File: src/rtl/a_key_collector.sv
// ============================================================================
// Module   : a_key_collector
// Brief    : Keypad digit collector: gathers a 4-digit BCD code, submits it on
//            enter, and supports clear/backspace, idle timeout and lockout.
// Revision : 1.0
// ============================================================================
`default_nettype none

module a_key_collector #(
    parameter int TIMEOUT_CYC = 100000000
) (
    input  logic        clk,
    input  logic        rst_n,
    input  logic        key_valid_i,
    input  logic [3:0]  key_code_i,
    input  logic        gen_stop_i,
    input  logic        gen_rst_i,
    output logic [15:0] pw_16bit_o,
    output logic        enough_o,
    output logic        disable_cnt_o,
    output logic [2:0]  digit_cnt_o
);

    localparam logic [2:0] S_IDLE   = 3'd0;
    localparam logic [2:0] S_ENTRY  = 3'd1;
    localparam logic [2:0] S_FULL   = 3'd2;
    localparam logic [2:0] S_SUBMIT = 3'd3;
    localparam logic [2:0] S_LOCKED = 3'd4;

    localparam int              TMR_W    = 27;
    localparam logic [TMR_W-1:0] TMR_MAX  = '1;
    localparam logic [TMR_W-1:0] TMR_LAST = TMR_W'(TIMEOUT_CYC - 1);

    localparam logic [3:0] K_CLEAR = 4'hA;
    localparam logic [3:0] K_ENTER = 4'hB;
    localparam logic [3:0] K_BKSP  = 4'hC;

    logic [2:0]       state_q, state_d;
    logic [15:0]      pw_q, pw_d;
    logic [2:0]       digit_q, digit_d;
    logic             enough_q, enough_d;
    logic             disable_q, disable_d;
    logic [TMR_W-1:0] tmr_q, tmr_d;

    logic w_key_ev;
    logic w_is_digit;
    logic w_editable;
    logic w_counting;
    logic w_key_accept;
    logic w_timeout;
    logic w_take_digit;
    logic w_take_bksp;

    // Reserved codes never count as key events, so they cannot restart the timer.
    assign w_key_ev     = key_valid_i && (key_code_i <= K_BKSP);
    assign w_is_digit   = (key_code_i <= 4'h9);
    assign w_editable   = (state_q == S_IDLE) || (state_q == S_ENTRY) || (state_q == S_FULL);
    assign w_counting   = (state_q == S_ENTRY) || (state_q == S_FULL);
    assign w_key_accept = w_key_ev && !gen_stop_i && !gen_rst_i && w_editable;
    assign w_timeout    = w_counting && (tmr_q == TMR_LAST);
    assign w_take_digit = w_key_accept && w_is_digit &&
                          ((state_q == S_IDLE) || (state_q == S_ENTRY));
    assign w_take_bksp  = w_key_accept && (key_code_i == K_BKSP) && w_counting;

    always_ff @(posedge clk or negedge rst_n) begin
        if (!rst_n) begin
            state_q   <= S_IDLE;
            pw_q      <= 16'h0000;
            digit_q   <= 3'd0;
            enough_q  <= 1'b0;
            disable_q <= 1'b1;
            tmr_q     <= '0;
        end else begin
            state_q   <= state_d;
            pw_q      <= pw_d;
            digit_q   <= digit_d;
            enough_q  <= enough_d;
            disable_q <= disable_d;
            tmr_q     <= tmr_d;
        end
    end

    always_comb begin
        state_d = state_q;
        if (gen_stop_i) begin
            state_d = S_LOCKED;
        end else begin
            case (state_q)
                S_LOCKED: state_d = S_IDLE;
                S_SUBMIT: if (gen_rst_i) state_d = S_IDLE;
                S_IDLE, S_ENTRY, S_FULL: begin
                    if (gen_rst_i) begin
                        state_d = S_IDLE;
                    end else if (w_key_ev) begin
                        if (w_is_digit) begin
                            if (state_q != S_FULL)
                                state_d = (digit_q == 3'd3) ? S_FULL : S_ENTRY;
                        end else if (key_code_i == K_CLEAR) begin
                            state_d = S_IDLE;
                        end else if (key_code_i == K_ENTER) begin
                            state_d = (state_q == S_FULL) ? S_SUBMIT : S_IDLE;
                        end else if (state_q != S_IDLE) begin
                            state_d = (digit_q == 3'd1) ? S_IDLE : S_ENTRY;
                        end
                    end else if (w_timeout) begin
                        state_d = S_IDLE;
                    end
                end
                default: state_d = S_IDLE;
            endcase
        end
    end

    // IDLE and LOCKED always hold an empty entry, so the target state alone
    // decides when the code and count are wiped.
    always_comb begin
        pw_d      = pw_q;
        digit_d   = digit_q;
        if ((state_d == S_IDLE) || (state_d == S_LOCKED)) begin
            pw_d    = 16'h0000;
            digit_d = 3'd0;
        end else if (w_take_digit) begin
            pw_d    = {pw_q[11:0], key_code_i};
            digit_d = digit_q + 3'd1;
        end else if (w_take_bksp) begin
            pw_d    = {4'h0, pw_q[15:4]};
            digit_d = digit_q - 3'd1;
        end
        enough_d  = (state_d == S_SUBMIT);
        disable_d = (state_d != S_SUBMIT);

        tmr_d = tmr_q;
        if ((state_d != state_q) || w_key_accept)
            tmr_d = '0;
        else if (w_counting && (tmr_q != TMR_MAX))
            tmr_d = tmr_q + 1'b1;
    end

    assign pw_16bit_o    = pw_q;
    assign digit_cnt_o   = digit_q;
    assign enough_o      = enough_q;
    assign disable_cnt_o = disable_q;

endmodule

`default_nettype wire

File: config.mk
export PLATFORM = sky130hd
export DESIGN_NAME = a_key_collector
export DESIGN_NICKNAME = d
export VERILOG_FILES = /design/src/rtl/a_key_collector.sv
export SDC_FILE = /design/constraint.sdc
export NUM_CORES = 1
export LEC_CHECK = 0
export ABC_AREA = 0
export BUFFER_PORTS_ARGS = -buffer_cell sky130_fd_sc_hd__clkbuf_2
export CORE_MARGIN = 2
export CORE_UTILIZATION = 59
export DETAILED_ROUTE_END_ITERATION = 8
export PLACE_DENSITY = 0.8
export REMOVE_ABC_BUFFERS = 1
export SYNTH_ARGS = -nofsm -noshare
export SYNTH_HDL_FRONTEND = slang
export SYNTH_SLANG_ARGS = --single-unit
export TNS_END_PERCENT = 100
File: constraint.sdc
create_clock -name clk -period 2.6 [get_ports clk]
set_input_delay 0.39 -clock clk [delete_from_list [all_inputs] [get_ports clk]]
set_output_delay 0.39 -clock clk [all_outputs]
set_load 0.02 [all_outputs]
==> out/results.ini, run 1 <==
[outcome]
outcome=completed

[power]
pwr_density_cell_nw_per_um2=419
peakVddDrop_v=0.000291
power_switching_uw=337
p_sw_frac=0.245
intPower_uw=1040
power.share.combinational=0.064
pwr-share-seq=0.580
pwr-share-clk=0.356
leakagePower_uw=0.00146

[sta]
period_share=0.865
tightest_slew_ns=0.501
fin_skew_ns=0.00981
final-hold-violation-count=0
rsz0062_at_grt=false
fin_tns_setup_ns=0
maxSlewViolCount=0
maxSlewHeadroom=0.662
min_period_ns=2.25
clock.fmax_ghz=0.445
setup_violations=0

[critical_path]
cp_num_buf_inv=0
crit_cells=6
crit_chain=xnor2_1 > or2_2 > nor2_2 > nand3_2 > mux2_2 > a21oi_2
required_ns=2.83
start_kind=register
reg2reg_to=digit_cnt_o[1]
cp-end-kind=register
setup.worst_path.start=state_q[1]
worstPathMaxFanout=14
cp_data_arrival_time_ns=2.48
path_delay_family=simple AND/OR/NAND/NOR gates
r2r_cells=6
critPathMaxStageDelay_ns=0.51
path_class=reg -> reg
reg2reg_slack_ns=0.35
timing.rr.start=state_q[1]
setup.worst_path.end=digit_cnt_o[1]
critPathSlowestCell=dfrtp_1

[synth]
ys_types=55
syn_area_um2=2960
ys_seq_area_frac=0.432
async_flop_share=1.00
synth_top_cells_by_area=dfrtp_1 (42%), nor2_1 (6.1%), xor2_1 (4.1%), mux2i_1 (4.1%), xnor2_1 (3.8%)
synth_area_per_cell_um2=9.74
netlist.area_leader.share=0.423
synth-edff-count=0
syn_inst=304
ys.flop_type=dfrtp_1
yosysTopAreaCell=dfrtp_1
ys_ff_latch=51
yosys_warnings=0

[floorplanning]
die_w_um=74.8
dieArea_um2=5600
rows=25
start_util=0.619
ioPinCount=30
die_h_um=74.8
coreArea_um2=4790

[routing]
num_vias=2270
wl_mm=5.95
dr.pass1.iters=4
ant_nets=0
avgRoutedWirePerCell_um=14.8
viasPerCell=5.65
drcViolationCount=0
drt_iter0_markers=141

[clocking]
cts_num_sinks=51
post_cts_buffers=0
cts_tree=yes
clk_pin_slew_ns=0.09
cts_buffers=5
h-tree-depth=2
cts_root_buffer=clkbuf_8
clk_latency_ns=0.31
clock_path_buffers=2

[place]
place_hpwl_mm=4.26
gp_congestion=0.822
port_buffers=29
dp.cells=393

[layout]
nets=348
diodes=0
fillerInstances=382
multi_input_area_um2=1530
final-seq-area_um2=1280
fin_cells=402
final_cell_mix=dfrtp_1 (50), nor2_1 (48), clkbuf_2 (29), nand2_1 (20), inv_1 (15)
syn2layout_area_growth_pct=10.8
drive_above_1_share=0.221
fin_util=0.685
layout_commonest_cell=dfrtp_1

[global_route]
grt_use_total=0.231
grt_pass1_vias=2108
grt_pass1_wl_mm=10.0
grt_max_degree=40
grt_antenna_before_repair=0
grt_remaining_overflow=0

[hold_path]
min-delay-path-class=in -> reg
worstHoldStart=gen_stop_i

[job]
maxCapViolations=0

[per-layer routing]
| metal | GRT usage | part of all wire | wire, um | up-vias |
|---|---|---|---|---|
| li1 | - | - | - | 1126 |
| met1 | 0.334 | 0.49 | 2890 | 1095 |
| met2 | 0.363 | 0.47 | 2820 | 42 |
| met3 | 0.0402 | 0.029 | 175 | 7 |
| met4 | 0.0615 | 0.011 | 68 | 0 |
| met5 | 0 | 0 | 0 | - |
[stage by stage]
| stage | power (uW) | hold slack [ns] | cell area, um2 | setup slack (ns) |
|---|---|---|---|---|
| CTS | 1390 | 0.253 | 3280 | 0.351 |
| global placement | 899 | 0.289 | 3170 | 0.411 |
| floorplan | 854 | 0.0944 | 2870 | 0.208 |
| detailed placement | 900 | 0.286 | 3170 | 0.369 |
| global route | 1430 | 0.254 | 3280 | 0.189 |
| finish | 1380 | 0.264 | 3280 | 0.352 |
[Yosys cell counts (5+ instances only)]
library cell	count
dfrtp_1	50
nor2_1	48
nand2_1	20
inv_1	15
xor2_1	14
xnor2_1	13
mux2i_1	12
nand3_1	12
nand4_1	12
nor3_1	9
a211oi_2	8
o21ai_0	7
a211oi_1	6
and3_1	6
clkbuf_1	6
and4_1	5
ha_1	5
[sequential cells by signal, summed over array words and instances (netlist names)]
signal         cells
enough_o           1
digit_cnt_o        3
disable_cnt_o      1
pw_16bit_o        16
state_q            3
tmr_q             27
[power groups by stage]
stage	Combinational, uW	Sequential [uW]	Clock [uW]
final	87.8	798	490
after global routing	97.0	799	535
after CTS	88.5	798	504
after detailed placement	86.8	813	0
after global placement	85.8	813	0
after floorplan	41.0	813	0
[worst min path at each step]
stage | cells after the start | endpoint
final | 1 | state_q[2]
after global routing | 1 | state_q[2]
after CTS | 1 | state_q[2]
after detailed placement | 1 | tmr_q[22]
after global placement | 1 | tmr_q[22]
after floorplan | 0 | digit_cnt_o[0]
[worst reg2reg max path: stages (launching register included)]
cell	delay, ns
dfrtp_1	0.51
xnor2_1	0.19
or2_2	0.36
nor2_2	0.18
nand3_2	0.38
mux2_2	0.43
a21oi_2	0.13
[area by class of cell]
cell class                 instances  area share
multi-input combinational        224       0.467
sequential                        51       0.389
timing repair buffer              37      0.0709
tap                               67      0.0256
clock buffer                       6      0.0252
inverter                          15      0.0172
clock inverter                     2     0.00496
[repair_timing]
item | 4_1_cts | 5_1_grt
resized for setup | 0 | 0
hold buffers | 1 | 0
endpoints found under the hold margin | 11 | 0
[cell families (layout without fill, tap and decap cells)]
group,after synthesis,in the layout,synth area share
compound gates,47,47,0.147
xor+xnor,27,27,0.0799
fa+ha+maj,5,5,0.0211
buf+inv,29,60,0.0511
flops,51,51,0.432
mux,13,13,0.0444
simple gates,132,132,0.225
Power figures use the tool's default switching activity.
==> run 2: changes to the inputs <==
ABC_AREA = 1   (was 0)
PLACE_DENSITY = 0.79   (was 0.8)
==> out/results.ini, run 2 <==
[critical_path]
critPathMaxStageDelay_ns=0.47
critPathSlowestCell=dfrtp_1
reg2reg_to=tmr_q[12]
cp-end-kind=register
timing.rr.start=state_q[1]
cpMostUsedCell=nand2_1
path_class=reg -> reg
r2r_cells=14
cp_num_buf_inv=2
path_delay_family=simple AND/OR/NAND/NOR gates
reg2reg_slack_ns=0.39
crit_chain=nor2_2 > inv_2 > o21ai_4 > nand3_1 > nand2_1 > nand2_1 > nand2_1 > nand2_1 > nand2_2 > nand2_2 > nand2_2 > nand3_4 > buf_4 > nor2_4
start_kind=register
setup.worst_path.start=state_q[1]
setup.worst_path.end=tmr_q[12]
cp_data_arrival_time_ns=2.46
worstPathMaxFanout=13
crit_cells=14
required_ns=2.85

[layout]
nets=436
final-seq-area_um2=1280
fillerInstances=472
finalInstanceArea_um2=3440
top_register=tmr_q
drive_above_1_share=0.234
layout_commonest_cell=nand2_1
syn2layout_area_growth_pct=8.99
diodes=0
largest_register_ffs=27
multi_input_area_um2=1600
final_cell_mix=nand2_1 (90), dfrtp_1 (50), inv_1 (42), nand3_1 (34), nor2_1 (32)

[synth]
yosys_warnings=0
synthTopCellsByCount=nand2_1 (90), dfrtp_1 (50), inv_1 (42)
syn_inst=391
ys_seq_area_frac=0.404
synth_area_per_cell_um2=8.08
synth_top_cells_by_area=dfrtp_1 (40%), nand2_1 (11%), nor2_4 (7.5%), nand3_1 (5.4%), inv_1 (5.0%)
ys_types=33
synth_most_common_cell=nand2_1
netlist.area_leader.share=0.396
ys.flop_type=dfrtp_1
async_flop_share=1.00
syn_area_um2=3160
ys_ff_latch=51
synth-edff-count=0
yosysTopAreaCell=dfrtp_1

[place]
port_buffers=29
place_hpwl_mm=4.72
gp_congestion=0.825
place_area_um2=3350

[power]
leakagePower_uw=0.00151
pwr_density_cell_nw_per_um2=405
peakVddDrop_v=0.000235

[routing]
avgRoutedWirePerCell_um=12.8
num_vias=2602
drcViolationCount=0
drt_iter0_markers=97
viasPerCell=5.28
wl_mm=6.29
dr.pass1.iters=4
ant_nets=0

[sta]
setup_violations=0
tightest_slew_ns=0.390
period_share=0.852
clock.fmax_ghz=0.452
maxSlewHeadroom=0.739
final-hold-violation-count=0
fin_skew_ns=0.0118
min_period_ns=2.21
rsz0062_at_grt=false
maxSlewViolCount=0
fin_tns_setup_ns=0

[outcome]
outcome=completed

[clocking]
clk_latency_ns=0.32
cts_num_sinks=51
cts.repair.resized=0
h-tree-depth=2
cts_buffers=5
cts_root_buffer=clkbuf_8
cts_hold_repair.buffers=0
cts_tree=yes
clk_pin_slew_ns=0.10
clock_path_buffers=2
post_cts_buffers=0

[hold_path]
min-delay-path-class=in -> async

[global_route]
grt_pass1_wl_mm=11.0
grt_max_degree=28
grt_remaining_overflow=0
grt_antenna_before_repair=0
grt_pass1_vias=2630
grt_use_total=0.228

[floorplanning]
coreArea_um2=5140
dieArea_um2=5960
rows=26
die_h_um=77.2
ioPinCount=30
start_util=0.615
die_w_um=77.2

[job]
maxCapViolations=0

[run 2: cell count changes in the layout (fill, tap and decap cells not counted), sizes merged, moves of 8 or more]
cell,delta
a211oi,-14
inv,+38
mux2i,-12
nand2,+85
nand3,+24
o21ai,+26
xnor2,-8
[run 2: cell type report]
type | count | share of cell area
Timing Repair Buffer | 34 | 0.0567
Inverter | 51 | 0.0556
Tap cell | 70 | 0.0254
Clock inverter | 3 | 0.00654
Clock buffer | 5 | 0.0200
Sequential cell | 51 | 0.371
Multi-Input combinational cell | 279 | 0.465
[run 2: worst min-delay path by stage]
stage / to / cells past startpoint
finish: pw_16bit_o[13] / 2
global route: pw_16bit_o[10] / 2
CTS: pw_16bit_o[14] / 2
detailed placement: tmr_q[10] / 2
global placement: tmr_q[10] / 2
floorplan: digit_cnt_o[0] / 0
[run 2: logic make-up (layout without fill, tap and decap cells)]
| logic type | Yosys count | in the layout | synth area share |
|---|---|---|---|
| compound gates | 40 | 40 | 0.0753 |
| xor+xnor | 19 | 19 | 0.0527 |
| fa+ha+maj | 5 | 5 | 0.0198 |
| buf+inv | 61 | 93 | 0.0891 |
| flops | 51 | 51 | 0.404 |
| simple gates | 215 | 215 | 0.359 |
[run 2: worst reg2reg max path, delay by kind of cell, from the launching register on]
family	cells	cell delay (ns)
AOI/OAI and AO/OA	1	0.20
buffers and inverters	2	0.36
and+or+nand+nor	11	1.13
DFF	1	0.47
[run 2: metrics by stage]
| step | power (uW) | hold slack, ns | cells | util | setup WS [ns] |
|---|---|---|---|---|---|
| final | 1400 | 0.0609 | 493 | 0.670 | 0.386 |
| after floorplan | 890 | 0.0944 | 381 | - | 0.413 |
| after detailed placement | 942 | 0.418 | 485 | 0.652 | 0.398 |
| after global placement | 939 | 0.402 | 485 | 0.652 | 0.459 |
| after CTS | 1410 | 0.0677 | 493 | 0.670 | 0.361 |
| after global routing | 1470 | 0.0839 | 493 | 0.670 | 0.185 |
[run 2: report_power, final]
group	switching [uW]	leakage, uW	internal [uW]
logic	94.6	0.000758	33.1
clock network	276	0.0000489	195
registers	2.24	0.000707	795
[run 2: layer usage]
layer,GRT usage,vias up,part of all wire
met5,0,-,0
met4,0.0732,0,0.012
met3,0.0412,8,0.034
met2,0.429,51,0.52
met1,0.258,1234,0.43
li1,-,1309,-
==> run 3: changes to the inputs <==
REMOVE_ABC_BUFFERS = default   (was 1)
==> out/results.ini, run 3 (same netlist as run 2, synthesis figures left out) <==
[floorplanning]
dieArea_um2=5960
die_h_um=77.2
die_w_um=77.2
ioPinCount=30
coreArea_um2=5140
start_util=0.615
rows=26

[global_route]
grt_use_total=0.221
grt_max_degree=52
grt_remaining_overflow=0
grt_pass1_vias=2558
grt_antenna_before_repair=0
grt_pass1_wl_mm=10.8

[layout]
final_cell_mix=nand2_1 (90), dfrtp_1 (50), inv_1 (42), nand3_1 (34), nor2_1 (32)
finalInstanceArea_um2=3480
top_register=tmr_q
largest_register_ffs=27
diodes=0
nets=435
syn2layout_area_growth_pct=10.1
layout_commonest_cell=nand2_1
drive_above_1_share=0.230
fin_util=0.676
fillerInstances=458

[critical_path]
cp_data_arrival_time_ns=2.49
cp-end-kind=register
path_class=reg -> reg
reg2reg_to=tmr_q[12]
reg2reg_slack_ns=0.35
worstPathMaxFanout=13
start_kind=register
timing.rr.start=tmr_q[0]
r2r_cells=16
required_ns=2.84
setup.worst_path.end=tmr_q[12]
setup.worst_path.start=tmr_q[0]

[sta]
final-hold-violation-count=0
fin_tns_setup_ns=0
min_period_ns=2.25
setup_violations=0
clock.fmax_ghz=0.445
tightest_slew_ns=0.624
maxSlewViolCount=0
fin_skew_ns=0.00603
period_share=0.864
rsz0062_at_grt=false
maxSlewHeadroom=0.584

[routing]
viasPerCell=5.16
wl_mm=6.03
avgRoutedWirePerCell_um=12.3
num_vias=2541
dr.pass1.iters=7
ant_nets=0
drcViolationCount=0
drt_iter0_markers=171

[clocking]
post_cts_buffers=0
cts_tree=yes
cts_root_buffer=clkbuf_8
clk_latency_ns=0.30
cts_buffers=5
clk_pin_slew_ns=0.09
clock_path_buffers=2
cts_hold_repair.buffers=0
cts.repair.resized=0
h-tree-depth=2
cts_num_sinks=51

[synth]
synth_fp_nets=405

[power]
peakVddDrop_v=0.000251
power_switching_uw=347
p_sw_frac=0.223
leakagePower_uw=0.00153
intPower_uw=1210
pwr-share-seq=0.511
pwr_density_cell_nw_per_um2=448
pwr-share-clk=0.407
power.share.combinational=0.081

[place]
place_hpwl_mm=4.45
gp_congestion=0.856
port_buffers=29
place_area_um2=3340

[job]
maxCapViolations=0

[hold_path]
min-delay-path-class=in -> async

[outcome]
outcome=completed

==> run 3: cell types whose count changed in the layout (fill, tap and decap cells not counted), sizes merged <==
cell,change
inv,-2
bufinv,+2
clkbuf,+1
buf,-1
clkinv,-1
==> run 3: power groups by stage <==
stage | sequential, uW | clock (uW) | combinational (uW)
2_1_floorplan | 813 | 0 | 95.8
3_3_place_gp | 813 | 0 | 125
3_5_place_dp | 813 | 0 | 128
4_1_cts | 797 | 651 | 128
5_1_grt | 797 | 685 | 140
6_report | 797 | 635 | 126
==> run 3: how the worst min path moves through the flow <==
stage                               from             end
after floorplan                    rst_n  digit_cnt_o[0]
after global placement    pw_16bit_o[11]  pw_16bit_o[15]
after detailed placement  pw_16bit_o[11]  pw_16bit_o[15]
after CTS                          rst_n       tmr_q[26]
after global routing               rst_n        tmr_q[5]
final                              rst_n        tmr_q[9]
==> run 3: cell type report <==
cell class	instances	area [um2]	area share
Multi-Input combinational cell	279	1600	0.460
Sequential cell	51	1280	0.367
Inverter	51	191	0.0551
Timing Repair Buffer	33	188	0.0540
Tap cell	70	87.6	0.0252
Clock buffer	6	72.6	0.0209
Clock inverter	2	60.1	0.0173
==> run 3: layer usage <==
layer  routed length, um  global-route usage  part of all wire  vias to the layer above
li1                    -                   -                 -                     1300
met1                2720               0.276              0.45                     1182
met2                3010               0.388              0.50                       50
met3                 223              0.0400             0.037                        9
met4                  80              0.0696             0.013                        0
met5                   0                   0                 0                        -
==> run 3: worst max-delay path, stage by stage, from the launching register on <==
cell,delay (ns)
dfrtp_1,0.39
ha_1,0.17
inv_2,0.05
nor2_1,0.10
nand2_1,0.11
nor2_1,0.11
nand3_1,0.11
nand2_1,0.08
nand2_1,0.04
nand2_1,0.07
nand2_1,0.07
nand2_2,0.12
nand2_2,0.06
nand2_2,0.08
nand3_4,0.25
buf_4,0.30
nor2_4,0.08
==> run 3: metrics by stage <==
step                      total power [uW]  instances  setup WS [ns]  hold WS, ns
final                                 1560        492          0.354        0.182
after global routing                  1620        492          0.119        0.243
after CTS                             1580        492          0.326        0.211
after detailed placement               941        484          0.360        0.510
after global placement                 938        484          0.418        0.491
after floorplan                        908        391          0.695       0.0944
